==> config.mk <==
export PLATFORM = sky130hd
export DESIGN_NAME = mem_port_arbiter
export DESIGN_NICKNAME = d
export VERILOG_FILES = /design/src/rtl/mem_port_arbiter.sv
export SDC_FILE = /design/constraint.sdc
export NUM_CORES = 1
export LEC_CHECK = 0
export CORE_ASPECT_RATIO = 0.7
export CORE_MARGIN = 2
export CORE_UTILIZATION = 35
export CTS_CLUSTER_DIAMETER = 40
export DETAILED_ROUTE_END_ITERATION = 12
export HOLD_SLACK_MARGIN = 0.15
export PLACE_DENSITY = 0.76
export SLEW_MARGIN = 20
export SYNTH_ARGS = -nofsm -noshare
export SYNTH_HDL_FRONTEND = slang
export SYNTH_SLANG_ARGS = --single-unit
==> constraint.sdc <==
create_clock -name Clock -period 1.7 [get_ports Clock]
set_input_delay 0.51 -clock Clock [delete_from_list [all_inputs] [get_ports Clock]]
set_output_delay 0.51 -clock Clock [all_outputs]
set_load 0.05 [all_outputs]
==> src/rtl/mem_port_arbiter.sv <==
// Arbitrates one single-ported memory between the instruction-fetch and data ports.
// Data accesses win by default; a starve counter forces a fetch after STARVE_LIMIT data grants.
module mem_port_arbiter #(
    parameter int WORD_SIZE    = 16,
    parameter int ADDR_BITS    = 16,
    parameter int READ_LATENCY = 1,
    parameter int STARVE_LIMIT = 4
) (
    input  logic                 Clock,
    input  logic                 Resetn,
    input  logic [ADDR_BITS-1:0] InstrAddr,
    input  logic                 InstrRead,
    output logic [WORD_SIZE-1:0] InstrIn,
    output logic                 InstrWaitreq,
    input  logic [ADDR_BITS-1:0] DataAddr,
    input  logic [WORD_SIZE-1:0] DataOut,
    input  logic                 ReadData,
    input  logic                 WriteData,
    output logic [WORD_SIZE-1:0] DataIn,
    output logic                 DataWaitreq,
    output logic [ADDR_BITS-1:0] MemAddr,
    output logic [WORD_SIZE-1:0] MemWrData,
    output logic                 MemRead,
    output logic                 MemWrite,
    input  logic                 MemWaitreq,
    input  logic [WORD_SIZE-1:0] MemRdData
);
    localparam int LAT_W = $clog2(READ_LATENCY + 1);
    localparam int STV_W = $clog2(STARVE_LIMIT + 1);

    typedef enum logic [1:0] {S_IDLE, S_ISSUE, S_WAIT, S_DONE} state_e;
    typedef enum logic {OWN_DATA = 1'b0, OWN_INSTR = 1'b1} owner_e;

    state_e               state_q, state_d;
    owner_e               owner_q, owner_d;
    logic                 is_wr_q, is_wr_d;
    logic [ADDR_BITS-1:0] addr_q, addr_d;
    logic [WORD_SIZE-1:0] wdata_q, wdata_d;
    logic [LAT_W-1:0]     lat_q, lat_d;
    logic [STV_W-1:0]     starve_q, starve_d;
    logic [WORD_SIZE-1:0] rdata_q, rdata_d;

    logic data_req;
    logic issue;
    logic done_instr;
    logic done_data;

    assign data_req = ReadData | WriteData;

    always_comb begin
        state_d  = state_q;
        owner_d  = owner_q;
        is_wr_d  = is_wr_q;
        addr_d   = addr_q;
        wdata_d  = wdata_q;
        lat_d    = lat_q;
        starve_d = starve_q;
        rdata_d  = rdata_q;
        case (state_q)
            S_IDLE: begin
                // Data cannot overflow the counter: with InstrRead high it only wins below the limit.
                if (data_req && ((starve_q < STV_W'(STARVE_LIMIT)) || !InstrRead)) begin
                    owner_d = OWN_DATA;
                    is_wr_d = WriteData;
                    addr_d  = DataAddr;
                    wdata_d = DataOut;
                    state_d = S_ISSUE;
                    if (InstrRead) starve_d = starve_q + STV_W'(1);
                end else if (InstrRead) begin
                    owner_d  = OWN_INSTR;
                    is_wr_d  = 1'b0;
                    addr_d   = InstrAddr;
                    state_d  = S_ISSUE;
                    starve_d = '0;
                end
            end
            S_ISSUE: begin
                if (!MemWaitreq) begin
                    if (is_wr_q) begin
                        state_d = S_DONE;
                    end else begin
                        lat_d   = LAT_W'(READ_LATENCY);
                        state_d = S_WAIT;
                    end
                end
            end
            S_WAIT: begin
                lat_d = lat_q - LAT_W'(1);
                if (lat_d == '0) begin
                    rdata_d = MemRdData;
                    state_d = S_DONE;
                end
            end
            S_DONE:  state_d = S_IDLE;
            default: state_d = S_IDLE;
        endcase
    end

    always_ff @(posedge Clock or negedge Resetn) begin
        if (!Resetn) begin
            state_q  <= S_IDLE;
            owner_q  <= OWN_DATA;
            is_wr_q  <= 1'b0;
            addr_q   <= '0;
            wdata_q  <= '0;
            lat_q    <= '0;
            starve_q <= '0;
            rdata_q  <= '0;
        end else begin
            state_q  <= state_d;
            owner_q  <= owner_d;
            is_wr_q  <= is_wr_d;
            addr_q   <= addr_d;
            wdata_q  <= wdata_d;
            lat_q    <= lat_d;
            starve_q <= starve_d;
            rdata_q  <= rdata_d;
        end
    end

    // Memory bus is idle (all zero) whenever no command is being presented.
    assign issue     = (state_q == S_ISSUE);
    assign MemRead   = issue & ~is_wr_q;
    assign MemWrite  = issue & is_wr_q;
    assign MemAddr   = issue ? addr_q : '0;
    assign MemWrData = issue ? wdata_q : '0;

    assign done_instr   = (state_q == S_DONE) && (owner_q == OWN_INSTR);
    assign done_data    = (state_q == S_DONE) && (owner_q == OWN_DATA);
    assign InstrWaitreq = InstrRead & ~done_instr;
    assign DataWaitreq  = data_req & ~done_data;
    assign InstrIn      = done_instr ? rdata_q : '0;
    assign DataIn       = done_data ? rdata_q : '0;
endmodule

==> results of run 1 <==
registers in the layout, indices dropped and copies added (netlist names):
signal / count
rdata_q: 16
owner_q: 1
state_q: 2
wdata_q: 16
addr_q: 16
lat_q: 1
starve_q: 3
is_wr_q: 1
path summary, 6_finish.rpt:
check | startpoint | to | cells past startpoint
setup / recovery | state_q[0] | DataIn[9] | 5
hold / removal | Resetn | rdata_q[11] | 2
setup reg to reg | state_q[0] | state_q[0] | 7
hold reg to reg | addr_q[11] | addr_q[11] | 2
max in group asynchronous | Resetn | rdata_q[0] | 2
min in group Clock | addr_q[11] | addr_q[11] | 2
cells by family (layout without fill, tap and decap cells):
group                    count (synthesis)  after routing
AND/OR/NAND/NOR                         97             98
multiplexers                            49             49
adder cells (fa/ha/maj)                  7              7
AO/OA/AOI/OAI                           31             31
buffers and inverters                   17            176
flip-flops                              56             56
cell type report:
class                      count  share of cell area
timing repair buffer         166               0.410
inverter                       2             0.00173
clock buffer                   7              0.0229
sequential                    56               0.242
tap                          101              0.0218
multi-input combinational    185               0.300
clock inverter                 1             0.00151
cell usage in the layout, fill, tap and decap left out, types with 2 or more instances in the layout:
cell type        instances
clkbuf_16                5
dlygate4sd2_1            2
clkbuf_1                 2
buf_8                    2
and3_2                   8
a21oi_1                  3
and2_4                  50
clkdlybuf4s50_1         65
and3_1                   2
mux2i_1                 16
mux2_2                  22
and3_4                   6
a31oi_1                  3
o21ai_1                 16
nor2b_4                  3
dfrtp_1                 56
buf_4                   16
mux2_4                  11
buf_12                  74
ha_1                     2
o21ai_0                  2
buf_6                    5
ha_4                     4
nand2_1                 20
through the flow:
stage	hold slack (ns)	cells	setup TNS [ns]	setup slack (ns)
after global routing	0.230	518	-25.41	-0.415
after CTS	0.217	518	-20.04	-0.322
after global placement	0.458	500	-18.11	-0.426
final	0.197	518	-20.44	-0.346
after floorplan	0.214	257	-1.77	-0.114
after detailed placement	0.471	500	-21.88	-0.494
routing by layer:
metal / vias to the layer above / GRT usage / part of all wire
li1: 1197 / - / -
met2: 69 / 0.335 / 0.51
met5: - / 0 / 0
met4: 0 / 0.0549 / 0.012
met3: 8 / 0.0423 / 0.046
met1: 1195 / 0.229 / 0.43
what timing repair did:
item,in CTS,in global routing
resized for setup,42,22
cloned,1,0
setup endpoints to repair,103,105
setup buffers,10,1
hold endpoints to repair,0,0
pin swaps,20,12
power by group through the flow:
stage / Combinational [mW] / Clock, mW / Sequential [mW]
floorplan: 4.26 / 0 / 2.34
global placement: 7.35 / 0 / 2.40
detailed placement: 7.54 / 0 / 2.45
CTS: 8.02 / 1.06 / 2.45
global route: 8.53 / 1.10 / 2.56
finish: 8.15 / 1.02 / 2.47
==> flow_summary.yaml, run 1 <==
status:
  status: "finished, violations left"
  violations: "setup timing"
yosys:
  synth_compound_gate_area_share: 0.0739
  synth_flop_cell: "dfrtp_1"
  yosys.cell_types.count: 30
  yosys.area.top_type: "dfrtp_1"
  synth-adder-area-share: 0.0299
  synth-simple-area-share: 0.193
  synth_edf_count: 0
  async_reset_ff_frac: 1.00
  ys_ff_latch: 56
  syn_inst: 257
  synth_top_family_by_area: "multiplexers"
  synth.area.mux_share: 0.196
  avgSynthCellArea_sq_um: 11.4
  synth_area_leaders: "dfrtp_1, and2_1, mux2_2"
  ys_top_cells_by_count: "dfrtp_1, and2_1, mux2_2"
  yosys_warnings: 0
  synth_most_common_cell: "dfrtp_1"
  synth_area_sq_um: 2930
  synthDominantCellAreaShare: 0.479
  ys_seq_area_frac: 0.479
  synth_xor_area_frac: 0
  synth_nets: 334
sta:
  setup_viol: 70
  slew_violations: 0
  worst_pin_slew_ns: 0.344
  fmax_ghz: 0.489
  rsz0062_at_grt: "yes"
  fin_ws_ns: -0.346
  hold_violations: 0
  min_period_ns: 2.05
  period_share: 1.20
  slew_headroom: 0.771
  fin_worst_skew_ns: 0.00540
drt:
  wl_per_cell_um: 15.9
  vias_per_cell: 4.77
  finalWirelength_um: 8260
  drc: 0
  antenna_left: 0
  drt_iter0_markers: 90
  via_count: 2469
  drt_first_pass_iters: 4
cts:
  cts_sinks: 56
  cts_buffer_depth: 2
  numCtsBuffers: 5
  hold_buffers: 0
  cts_tree: "yes"
  h-tree-depth: 2
  clk_latency_ns: 0.29
  cts_root_buf: "clkbuf_16"
  cts.reportedPaths.clkPinSlew_ns: 0.07
worst_hold_path:
  holdCritPathClass: "primary input to asynchronous set/reset pin"
die:
  dieArea_sq_um: 9120
  num_io_pins: 138
  core_sq_um: 7970
  die_h_um: 80.5
  rows: 27
  die_w_um: 113
  initial_core_util: 0.367
setup_path:
  crit_path_start_kind: "flip-flop"
  r2r_slack_ns: -0.19
  crit_type: "flip-flop to output pin"
  max_stage_delay_ns: 0.38
  worstPathRequired_ns: 1.19
  slowest_stage: "dfrtp_1"
  crit_path_end_kind: "output pin"
  critPathMaxFanout: 7
  crit_family: "flip-flops"
  arrival_ns: 1.54
  cp_num_buf_inv: 2
  worstPathCellList: "ha_2 > nor2b_4 > buf_6 > and2_4 > buf_12"
power_and_ir_drop:
  switchingPower_mw: 4.79
  leakagePower_nw: 2.60
  clockPowerShare: 0.087
  intPower_mw: 6.84
  ir_worst_vdd_uv: 921
  comb_power_share: 0.701
  switching_share: 0.412
  pwr-share-seq: 0.212
  p_per_area_nw_per_um2: 2010
  p_total_mw: 11.6
global_route:
  grt_pass1_wl_um: 13100
  grt_pass1_vias: 2617
  grt_max_degree: 57
  antenna_found_initial: 0
  gr-total-overflow: 0
  grt_use_total: 0.188
finish:
  seqCellArea_sq_um: 1400
  fillerInstances: 557
  finalInstanceArea_sq_um: 5790
  final_util: 0.726
  diodes: 0
  syn_to_final_growth_pct: 97.7
  final_nets: 493
  multi_input_area_sq_um: 1740
  drive_gt1_frac: 0.528
place:
  gp_congestion: 0.784
  dp_hpwl_um: 6220
  port_buffers: 137
  placed_area_sq_um: 5350
flow_run:
  maxCapViolations: 0
Note: power is estimated with default switching activity, not from simulation.
==> inputs of run 2 (changes only) <==
- CTS_CLUSTER_SIZE: unset -> 28
==> results of run 2 <==
The final DEF is identical to that of run 1; final timing and power are the same.
==> inputs of run 3 (changes only) <==
- TNS_END_PERCENT: unset -> 100
==> results of run 3 <==
The final DEF is identical to that of run 1; final timing and power are the same.
